## config.mk

```make
export PLATFORM = sky130hd
export DESIGN_NAME = vga_line_fetcher_flat
export DESIGN_NICKNAME = d
export VERILOG_FILES = /design/src/rtl/vga_line_fetcher_pkg.sv /design/src/rtl/vga_line_fetcher_if.sv /design/src/rtl/vga_line_fetcher_line_fifo.sv /design/src/rtl/vga_line_fetcher.sv /design/src/flat_wrapper.sv
export SDC_FILE = /design/constraint.sdc
export NUM_CORES = 1
export LEC_CHECK = 0
export CORE_UTILIZATION = 42
export CTS_CLUSTER_SIZE = 30
export DETAILED_ROUTE_END_ITERATION = 6
export GPL_TIMING_DRIVEN = 0
export MAX_ROUTING_LAYER = met4
export PLACE_DENSITY_LB_ADDON = 0.12
export SLEW_MARGIN = 10
export SYNTH_ARGS = -nofsm -noshare
export SYNTH_HDL_FRONTEND = slang
export SYNTH_SLANG_ARGS = --single-unit
```

## constraint.sdc

```tcl
create_clock -name CLK -period 9.6 [get_ports CLK]
set_input_delay 2.88 -clock CLK [delete_from_list [all_inputs] [get_ports CLK]]
set_output_delay 2.88 -clock CLK [all_outputs]
set_load 0.005 [all_outputs]
```

## src/rtl/vga_line_fetcher_pkg.sv

```systemverilog
// ---------------------------------------------------------------------------
// vga_fetch_pkg
// Shared types and helpers for the VGA line fetcher.
//   fetch_state_t : burst sequencer states (IDLE, REQ, WAIT_DATA)
//   fifo_aw()     : FIFO pointer index width for a given depth
//   burst_cw()    : burst word-counter width for a given burst length
//   Def*          : default configuration, also used to derive the widths below
// ---------------------------------------------------------------------------
package vga_fetch_pkg;

    typedef enum logic [1:0] {
        IDLE      = 2'd0,
        REQ       = 2'd1,
        WAIT_DATA = 2'd2
    } fetch_state_t;

    localparam int unsigned DefWordLength    = 16;
    localparam int unsigned DefAddressWidth  = 24;
    localparam int unsigned DefBurstLength   = 8;
    localparam int unsigned DefFifoDepth     = 32;
    localparam int unsigned DefFrameBase     = 0;
    localparam int unsigned DefFrameWords    = 307200;
    localparam int unsigned DefTimeoutCycles = 64;

    function automatic int unsigned fifo_aw(input int unsigned depth);
        return $clog2(depth);
    endfunction

    // One extra bit so the counter can hold the full burst length.
    function automatic int unsigned burst_cw(input int unsigned len);
        return $clog2(len) + 1;
    endfunction

    localparam int unsigned FifoAw   = fifo_aw(DefFifoDepth);
    localparam int unsigned BurstCw  = burst_cw(DefBurstLength);
    localparam int unsigned FrameEnd = DefFrameBase + DefFrameWords;

endpackage

```

## src/rtl/vga_line_fetcher_if.sv

```systemverilog
// ---------------------------------------------------------------------------
// vga_line_fetcher_if
// Read-request bus between the line fetcher and the SDRAM controller.
//   enable   : one-cycle burst request (fetcher -> controller)
//   rw       : 1 = read (fetcher -> controller)
//   addr     : burst start word address, stable while enable is high
//   busy     : controller cannot accept a request (controller -> fetcher)
//   valid_rd : read word valid this cycle (controller -> fetcher)
//   data     : read word (controller -> fetcher)
// Modports: master = fetcher side, slave = controller side.
// ---------------------------------------------------------------------------
interface vga_line_fetcher_if #(
    parameter int unsigned WordLength   = 16,
    parameter int unsigned AddressWidth = 24
);
    logic                    enable;
    logic                    rw;
    logic [AddressWidth-1:0] addr;
    logic                    busy;
    logic                    valid_rd;
    logic [WordLength-1:0]   data;

    modport master (
        output enable, rw, addr,
        input  busy, valid_rd, data
    );

    modport slave (
        input  enable, rw, addr,
        output busy, valid_rd, data
    );
endinterface

```

## src/rtl/vga_line_fetcher_line_fifo.sv

```systemverilog
// ---------------------------------------------------------------------------
// line_fifo
// Synchronous show-ahead FIFO with flush and write-pointer snapshot/rollback.
//   clk, rst     : clock, synchronous active-high reset
//   push, push_data : write one word
//   pop          : consume the head word (ignored while empty)
//   flush        : drop all contents (overrides push/pop/rollback)
//   snap         : remember the current write pointer
//   rollback     : discard every word written since the last snap
//   head, valid  : head word (zero while empty) and not-empty flag
//   count        : words held
// ---------------------------------------------------------------------------
module line_fifo #(
    parameter int unsigned Width = 16,
    parameter int unsigned Depth = 32
) (
    input  logic                       clk,
    input  logic                       rst,
    input  logic                       push,
    input  logic [Width-1:0]           push_data,
    input  logic                       pop,
    input  logic                       flush,
    input  logic                       snap,
    input  logic                       rollback,
    output logic [Width-1:0]           head,
    output logic                       valid,
    output logic [$clog2(Depth):0]     count
);
    localparam int unsigned Aw = $clog2(Depth);

    logic [Width-1:0] storage [Depth];
    logic [Aw:0]      wr_ptr;
    logic [Aw:0]      rd_ptr;
    logic [Aw:0]      snap_wr;
    logic             do_pop;
    logic [Aw:0]      rd_after_pop;
    logic [Aw:0]      pushed_since;
    logic [Aw:0]      left_after_pop;
    logic [Aw:0]      rollback_wr;

    assign count  = wr_ptr - rd_ptr;
    assign valid  = (wr_ptr != rd_ptr);
    assign head   = valid ? storage[rd_ptr[Aw-1:0]] : '0;
    assign do_pop = pop && valid;

    assign rd_after_pop   = rd_ptr + {{Aw{1'b0}}, do_pop};
    assign pushed_since   = wr_ptr - snap_wr;
    assign left_after_pop = wr_ptr - rd_after_pop;
    // If the reader already consumed part of the discarded words, those are
    // gone; the FIFO just ends up empty instead of pointing behind the reader.
    assign rollback_wr    = (left_after_pop >= pushed_since) ? snap_wr : rd_after_pop;

    // NOTE: sequential state uses non-blocking assignments only, so every
    // always_ff reads the pre-edge value of every register regardless of order.
    always_ff @(posedge clk) begin
        if (rst) begin
            wr_ptr  <= '0;
            rd_ptr  <= '0;
            snap_wr <= '0;
        end else begin
            if (snap) begin
                snap_wr <= wr_ptr;
            end
            // Flush only moves the read pointer, so a snapshot taken before
            // or at the same edge stays meaningful.
            if (flush) begin
                rd_ptr <= wr_ptr;
            end else begin
                if (rollback) begin
                    wr_ptr <= rollback_wr;
                end else if (push) begin
                    wr_ptr <= wr_ptr + {{Aw{1'b0}}, 1'b1};
                end
                rd_ptr <= rd_after_pop;
            end
        end
    end

    // NOTE: the storage array has no reset; empty is tracked by the pointers and
    // head is forced to zero while empty, so stale contents are never visible.
    always_ff @(posedge clk) begin
        if (push && !flush) begin
            storage[wr_ptr[Aw-1:0]] <= push_data;
        end
    end

    // The fetcher only requests a burst when a whole burst fits.
    always_ff @(posedge clk) begin
        if (!rst && push && !flush) begin
            assert (count != (Aw+1)'(Depth) || do_pop);
        end
    end

endmodule

```

## src/rtl/vga_line_fetcher.sv

```systemverilog
// ---------------------------------------------------------------------------
// vga_line_fetcher
// Streams the frame buffer out of SDRAM as back-to-back read bursts into a
// show-ahead FIFO feeding the VGA pixel path. A burst is requested only when
// the FIFO can take all of it, so read data is never dropped.
//   CLK, RST      : clock, synchronous active-high reset
//   i_run         : fetching allowed while high
//   i_frame_start : pulse; flush FIFO and restart at FrameBase
//   i_pix_ready   : consumer pops the head word this cycle
//   o_pix_data    : FIFO head word
//   o_pix_valid   : FIFO not empty
//   o_underflow   : sticky; pop attempted while empty and running
//   o_timeout     : sticky; burst aborted by the watchdog
//   mem           : controller read-request bus (master side)
// ---------------------------------------------------------------------------
module vga_line_fetcher
    import vga_fetch_pkg::*;
#(
    parameter int unsigned WordLength    = DefWordLength,
    parameter int unsigned AddressWidth  = DefAddressWidth,
    parameter int unsigned BurstLength   = DefBurstLength,
    parameter int unsigned FifoDepth     = DefFifoDepth,
    parameter int unsigned FrameBase     = DefFrameBase,
    parameter int unsigned FrameWords    = DefFrameWords,
    parameter int unsigned TimeoutCycles = DefTimeoutCycles
) (
    input  logic                  CLK,
    input  logic                  RST,
    input  logic                  i_run,
    input  logic                  i_frame_start,
    input  logic                  i_pix_ready,
    output logic [WordLength-1:0] o_pix_data,
    output logic                  o_pix_valid,
    output logic                  o_underflow,
    output logic                  o_timeout,
    vga_line_fetcher_if.master    mem
);
    localparam int unsigned CntW = fifo_aw(FifoDepth) + 1;
    localparam int unsigned WcW  = burst_cw(BurstLength);
    localparam int unsigned WdW  = $clog2(TimeoutCycles + 1);

    localparam logic [AddressWidth-1:0] BaseAddr = AddressWidth'(FrameBase);
    localparam logic [AddressWidth-1:0] EndAddr  = AddressWidth'(FrameBase + FrameWords);

    fetch_state_t            state;
    fetch_state_t            state_next;
    logic [AddressWidth-1:0] fetch_addr;
    logic [AddressWidth-1:0] next_addr;
    logic [AddressWidth-1:0] wrapped_addr;
    logic [WcW-1:0]          word_cnt;
    logic [WdW-1:0]          wd_cnt;
    logic                    restart_pending;
    logic                    pending_next;
    logic                    mem_enable_q;
    logic [AddressWidth-1:0] mem_addr_q;

    logic                    fifo_push;
    logic                    fifo_pop;
    logic                    fifo_flush;
    logic                    fifo_snap;
    logic                    fifo_rollback;
    logic [CntW-1:0]         fifo_count;

    logic                    space_ok;
    logic                    discard;
    logic                    last_word;
    logic                    wd_expired;
    logic                    addr_advance;
    logic                    timeout_hit;

    assign mem.enable = mem_enable_q;
    assign mem.addr   = mem_addr_q;
    assign mem.rw     = 1'b1;

    assign fifo_pop     = i_pix_ready && o_pix_valid;
    assign space_ok     = (CntW'(FifoDepth) - fifo_count) >= CntW'(BurstLength);
    // Words of a burst that straddles a frame restart belong to the old frame.
    assign discard      = restart_pending || i_frame_start;
    assign last_word    = mem.valid_rd && (word_cnt == WcW'(BurstLength - 1));
    assign wd_expired   = !mem.valid_rd && (wd_cnt == WdW'(TimeoutCycles - 1));
    assign next_addr    = fetch_addr + AddressWidth'(BurstLength);
    assign wrapped_addr = (next_addr == EndAddr) ? BaseAddr : next_addr;

    line_fifo #(
        .Width (WordLength),
        .Depth (FifoDepth)
    ) u_fifo (
        .clk       (CLK),
        .rst       (RST),
        .push      (fifo_push),
        .push_data (mem.data),
        .pop       (fifo_pop),
        .flush     (fifo_flush),
        .snap      (fifo_snap),
        .rollback  (fifo_rollback),
        .head      (o_pix_data),
        .valid     (o_pix_valid),
        .count     (fifo_count)
    );

    always_ff @(posedge CLK) begin
        if (RST) begin
            state <= IDLE;
        end else begin
            state <= state_next;
        end
    end

    // NOTE: every signal driven here gets a default before the case, so no path
    // leaves one unassigned and no latch is inferred.
    always_comb begin
        state_next    = state;
        pending_next  = restart_pending;
        fifo_push     = 1'b0;
        fifo_flush    = 1'b0;
        fifo_snap     = 1'b0;
        fifo_rollback = 1'b0;
        addr_advance  = 1'b0;
        timeout_hit   = 1'b0;

        case (state)
            IDLE: begin
                pending_next = 1'b0;
                if (i_frame_start) begin
                    fifo_flush = 1'b1;
                end else if (i_run && !restart_pending && space_ok && !mem.busy) begin
                    state_next = REQ;
                end
            end

            REQ: begin
                fifo_snap  = 1'b1;
                state_next = WAIT_DATA;
                // The request still goes out; its data is discarded.
                if (i_frame_start) begin
                    fifo_flush   = 1'b1;
                    pending_next = 1'b1;
                end
            end

            WAIT_DATA: begin
                if (i_frame_start) begin
                    pending_next = 1'b1;
                end
                if (mem.valid_rd) begin
                    fifo_push = !discard;
                    if (last_word) begin
                        state_next   = IDLE;
                        pending_next = 1'b0;
                        if (discard) begin
                            fifo_flush = 1'b1;
                        end else begin
                            addr_advance = 1'b1;
                        end
                    end
                end else if (wd_expired) begin
                    state_next   = IDLE;
                    pending_next = 1'b0;
                    timeout_hit  = 1'b1;
                    if (discard) begin
                        fifo_flush = 1'b1;
                    end else begin
                        fifo_rollback = 1'b1;
                    end
                end
            end

            default: begin
                state_next = IDLE;
            end
        endcase
    end

    always_ff @(posedge CLK) begin
        if (RST) begin
            fetch_addr      <= BaseAddr;
            word_cnt        <= '0;
            wd_cnt          <= '0;
            restart_pending <= 1'b0;
            o_underflow     <= 1'b0;
            o_timeout       <= 1'b0;
            mem_enable_q    <= 1'b0;
            mem_addr_q      <= BaseAddr;
        end else begin
            restart_pending <= pending_next;

            // Registered request: high for the single cycle after REQ.
            mem_enable_q <= (state == REQ);
            if (state == REQ) begin
                mem_addr_q <= fetch_addr;
            end

            if (state == REQ) begin
                word_cnt <= '0;
                wd_cnt   <= '0;
            end else if (state == WAIT_DATA) begin
                if (mem.valid_rd) begin
                    word_cnt <= word_cnt + WcW'(1);
                    wd_cnt   <= '0;
                end else begin
                    wd_cnt <= wd_cnt + WdW'(1);
                end
            end

            // Every flush is a frame restart; a timeout keeps the address
            // so the same burst is fetched again.
            if (fifo_flush) begin
                fetch_addr <= BaseAddr;
            end else if (addr_advance) begin
                fetch_addr <= wrapped_addr;
            end

            if (i_frame_start) begin
                o_underflow <= 1'b0;
            end else if (i_pix_ready && !o_pix_valid && i_run) begin
                o_underflow <= 1'b1;
            end

            if (timeout_hit) begin
                o_timeout <= 1'b1;
            end
        end
    end

endmodule

```

## src/flat_wrapper.sv

```systemverilog
// flat-port wrapper written by rule: the top's interface ports become plain ports
module vga_line_fetcher_flat import vga_fetch_pkg::*;
#(
    parameter int unsigned WordLength    = DefWordLength,
    parameter int unsigned AddressWidth  = DefAddressWidth,
    parameter int unsigned BurstLength   = DefBurstLength,
    parameter int unsigned FifoDepth     = DefFifoDepth,
    parameter int unsigned FrameBase     = DefFrameBase,
    parameter int unsigned FrameWords    = DefFrameWords,
    parameter int unsigned TimeoutCycles = DefTimeoutCycles
)
  (CLK, RST, i_run, i_frame_start, i_pix_ready, o_pix_data, o_pix_valid, o_underflow, o_timeout, mem_enable, mem_rw, mem_addr, mem_busy, mem_valid_rd, mem_data);
  vga_line_fetcher_if #(.WordLength(WordLength), .AddressWidth(AddressWidth)) mem_i ();
  input  logic CLK;
  input  logic RST;
  input  logic i_run;
  input  logic i_frame_start;
  input  logic i_pix_ready;
  output logic [WordLength-1:0] o_pix_data;
  output logic o_pix_valid;
  output logic o_underflow;
  output logic o_timeout;
  output wire logic [$bits(mem_i.enable)-1:0] mem_enable;
  output wire logic [$bits(mem_i.rw)-1:0] mem_rw;
  output wire logic [$bits(mem_i.addr)-1:0] mem_addr;
  input wire logic [$bits(mem_i.busy)-1:0] mem_busy;
  input wire logic [$bits(mem_i.valid_rd)-1:0] mem_valid_rd;
  input wire logic [$bits(mem_i.data)-1:0] mem_data;
  assign mem_enable = mem_i.enable;
  assign mem_rw = mem_i.rw;
  assign mem_addr = mem_i.addr;
  assign mem_i.busy = mem_busy;
  assign mem_i.valid_rd = mem_valid_rd;
  assign mem_i.data = mem_data;
  vga_line_fetcher #(.WordLength(WordLength), .AddressWidth(AddressWidth), .BurstLength(BurstLength), .FifoDepth(FifoDepth), .FrameBase(FrameBase), .FrameWords(FrameWords), .TimeoutCycles(TimeoutCycles)) u_core (.CLK(CLK), .RST(RST), .i_run(i_run), .i_frame_start(i_frame_start), .i_pix_ready(i_pix_ready), .o_pix_data(o_pix_data), .o_pix_valid(o_pix_valid), .o_underflow(o_underflow), .o_timeout(o_timeout), .mem(mem_i));
endmodule
```

==> metrics.txt <==
outcome=completed; postcts setup bufs=0; post-synthesis sequential area ratio=0.690; CTS buffer count=60; TritonCTS Sinks=589; Async SR Flop Fraction=0; pwr dens=221 nW/um^2; Reg power frac=0.444; vias in the first global route=14,000; min cycle time layout=7.51 ns; critical path data arrival time=4.63 ns; main combinational cell family by area after synthesis=multiplexers; hold_buf cts=0; fin crit share=0.782; Syn Area/Cell=15.7 um^2; worst reg2reg startpoint=u_core.u_fifo.rd_ptr[0]; Worst Hold End=u_core.o_timeout; buffer depth of the longest clock path=3; RR Endpoint=u_core.u_fifo.wr_ptr[1]; commonest cells after routing, fill and taps aside=edfxtp_1 (512), mux2i_1 (156), nor2_1 (93), dfxtp_1 (77); die area=59,300 um^2; Setup CP Type=reg -> out; PortBufs=61; Core Area=57,700 um^2; Worst Path Required=6.72 ns; Cell variety after synth=64; crit start category=register; post-synthesis register bit count=589; initial antenna violation count=0; Initial Utilization=0.425; final setup violation count=0; post-synthesis mux area share=0.123; mapped cell area=24,500 um^2; first-pass GRT wire length=91.0 mm; commonest non-fill, non-tap cell in the layout=edfxtp_1; layout cell share with drive strength beyond 1=0.151; synthesized instance count=1,562; number of flops mapped to enable cells by yosys=512; drt via density=5.55; Setup crit end kind=output pin; Reg2Reg Depth=19; skew final=0.0181 ns; GP Congestion=0.939; Die Width=244 um; maxcap violations=0; number of cell rows=88; Worst R2R Setup Slack=4.01 ns; Static Leak=8.87 nW; fin. max-slew vios=0; hold_sp=u_core.o_timeout; clock insertion delay at the later pin of the skew report=0.62 ns; Sw Pwr=1.71 mW; Post-Synth Simple-Gate Area=0.0563; Fmax achieved=133 MHz; setup_tns=0 ns; critical-path maximum fanout=10; Post-DRT Antenna Nets=0; Pint=4.60 mW; Post-Synth Adder-Cell Area=0.0232; Hold Fails Final Rpt=0; post-cts gate resize count=0; Sw Ratio=0.270; relative slew slack=0.185; hold depth=2; final net count=1,784; H-tree levels=2; RSZ-0062 raised after global routing=no; Worst Tran Pin Value=1.22 ns; Tot GR Track Use=0.215; largest net degree at the start of global routing=33; post-synthesis compound-gate area fraction=0.0680; P&R area growth vs syn=16.2%; DRT iter0 DRCs=1,021; via count=14,100; XOR/XNOR Fraction of Synth Area=0.0182; clock root buffer=clkbuf_16; wire per inst=24.2 um; Clk pwr share=0.366; final wirelength=61.4 mm; DR pass1 iterations=5; worst vdd ir=0.000147 V; top_reg_cell synth=edfxtp_1; Worst-path clk slew=0.06 ns; HP Class=reg -> reg; DP HPWL=41.9 mm; DRC=0; synth warn=0; Die Span Y=244 um; GRT overflow=0; hold_ws=0.477 ns; Comb pwr share=0.190; CTS tree=yes; IO Pins=68
## worst max-delay path, stage by stage (launching register included)
cell and delay (ns):
dfxtp_1 0.32, clkbuf_1 0.65, nand2_1 0.56, clkbuf_1 0.45, o221ai_1 0.43, o22ai_1 0.15
a211oi_1 0.51, a21oi_1 0.09, nor2_1 0.29, clkdlybuf4s50_1 0.57
## stage by stage
stage | cells | total power, mW | cell area, um^2 | utilization | setup slack (ns)
6_report | 2531 | 6.31 | 28500 | 0.494 | 2.09
5_1_grt | 2530 | 6.55 | 28500 | 0.494 | 1.93
4_1_cts | 2530 | 6.36 | 28500 | 0.494 | 2.16
3_5_place_dp | 2422 | 4.05 | 26600 | 0.461 | 2.81
3_3_place_gp | 2390 | 4.04 | 26100 | 0.452 | 2.69
2_1_floorplan | 1564 | 3.59 | 24500 | - | 3.70
## worst max path at each step
stage,endpoint,startpoint,depth (start not counted)
CTS,o_pix_data[6],u_core.u_fifo.rd_ptr[2],9
global route,o_pix_data[5],u_core.u_fifo.rd_ptr[2],9
detailed placement,o_pix_data[6],u_core.u_fifo.rd_ptr[2],9
finish,o_pix_data[2],u_core.u_fifo.rd_ptr[2],9
floorplan,u_core.u_fifo.wr_ptr[1],i_pix_ready,14
global placement,u_core.u_fifo.wr_ptr[4],i_frame_start,7
## state kept, by name (all words and copies together) (netlist names), 4 cells and up
signal,count
u_core.fetch_addr,21
u_core.mem.addr,21
u_core.u_fifo.rd_ptr,6
u_core.u_fifo.snap_wr,6
u_core.u_fifo.storage,512
u_core.u_fifo.wr_ptr,6
u_core.wd_cnt,7
u_core.word_cnt,4
## synth_stat cells (12+ instances only)
master | number | share of area
inv_1 | 24 | 0.0037
a211oi_1 | 27 | 0.0083
a21oi_1 | 57 | 0.012
xnor2_1 | 21 | 0.0075
xor2_1 | 28 | 0.010
a21o_1 | 15 | 0.0046
buf_1 | 14 | 0.0021
o221ai_1 | 67 | 0.024
edfxtp_1 | 512 | 0.63
clkbuf_1 | 50 | 0.0077
o22ai_1 | 32 | 0.0082
nand4_1 | 14 | 0.0036
mux4_2 | 64 | 0.059
buf_2 | 28 | 0.0057
ha_1 | 39 | 0.020
nor3_1 | 12 | 0.0025
nor2_1 | 125 | 0.019
mux2i_1 | 156 | 0.064
nand3_1 | 26 | 0.0053
nand2_1 | 67 | 0.010
dfxtp_1 | 77 | 0.063
## power by group through the flow
stage,sequential [mW],combinational (mW),clock (mW)
after CTS,2.80,1.20,2.36
after global placement,2.86,1.18,0
after global routing,2.80,1.29,2.47
after detailed placement,2.86,1.19,0
after floorplan,2.85,0.733,0
final,2.80,1.20,2.31
## kinds of logic (layout without fill, tap and decap cells)
group	after synthesis	after routing
buffers and inverters	123	324
other	2	5
XOR/XNOR	50	50
multiplexers	221	221
AND/OR/NAND/NOR	298	298
flip-flops	589	589
adder cells (fa/ha/maj)	44	44
AO/OA/AOI/OAI	235	235
## layer usage
layer / share of wire / global-route usage / vias up
li1: - / - / 6454
met1: 0.45 / 0.298 / 7060
met2: 0.46 / 0.317 / 451
met3: 0.071 / 0.0474 / 89
met4: 0.026 / 0.0636 / 0
met5: 0 / - / -
## layout make-up
cell class | instances | area, um^2
Antenna cell | 1 | 2.50
Buffer | 97 | 418
Clock buffer | 74 | 1590
Clock inverter | 34 | 349
Fill cell | 4929 | 29200
Inverter | 26 | 97.6
Multi-Input combinational cell | 852 | 7170
Sequential cell | 589 | 16900
Tap cell | 765 | 957
Timing Repair Buffer | 93 | 988
Note: power is estimated with default switching activity, not from simulation.
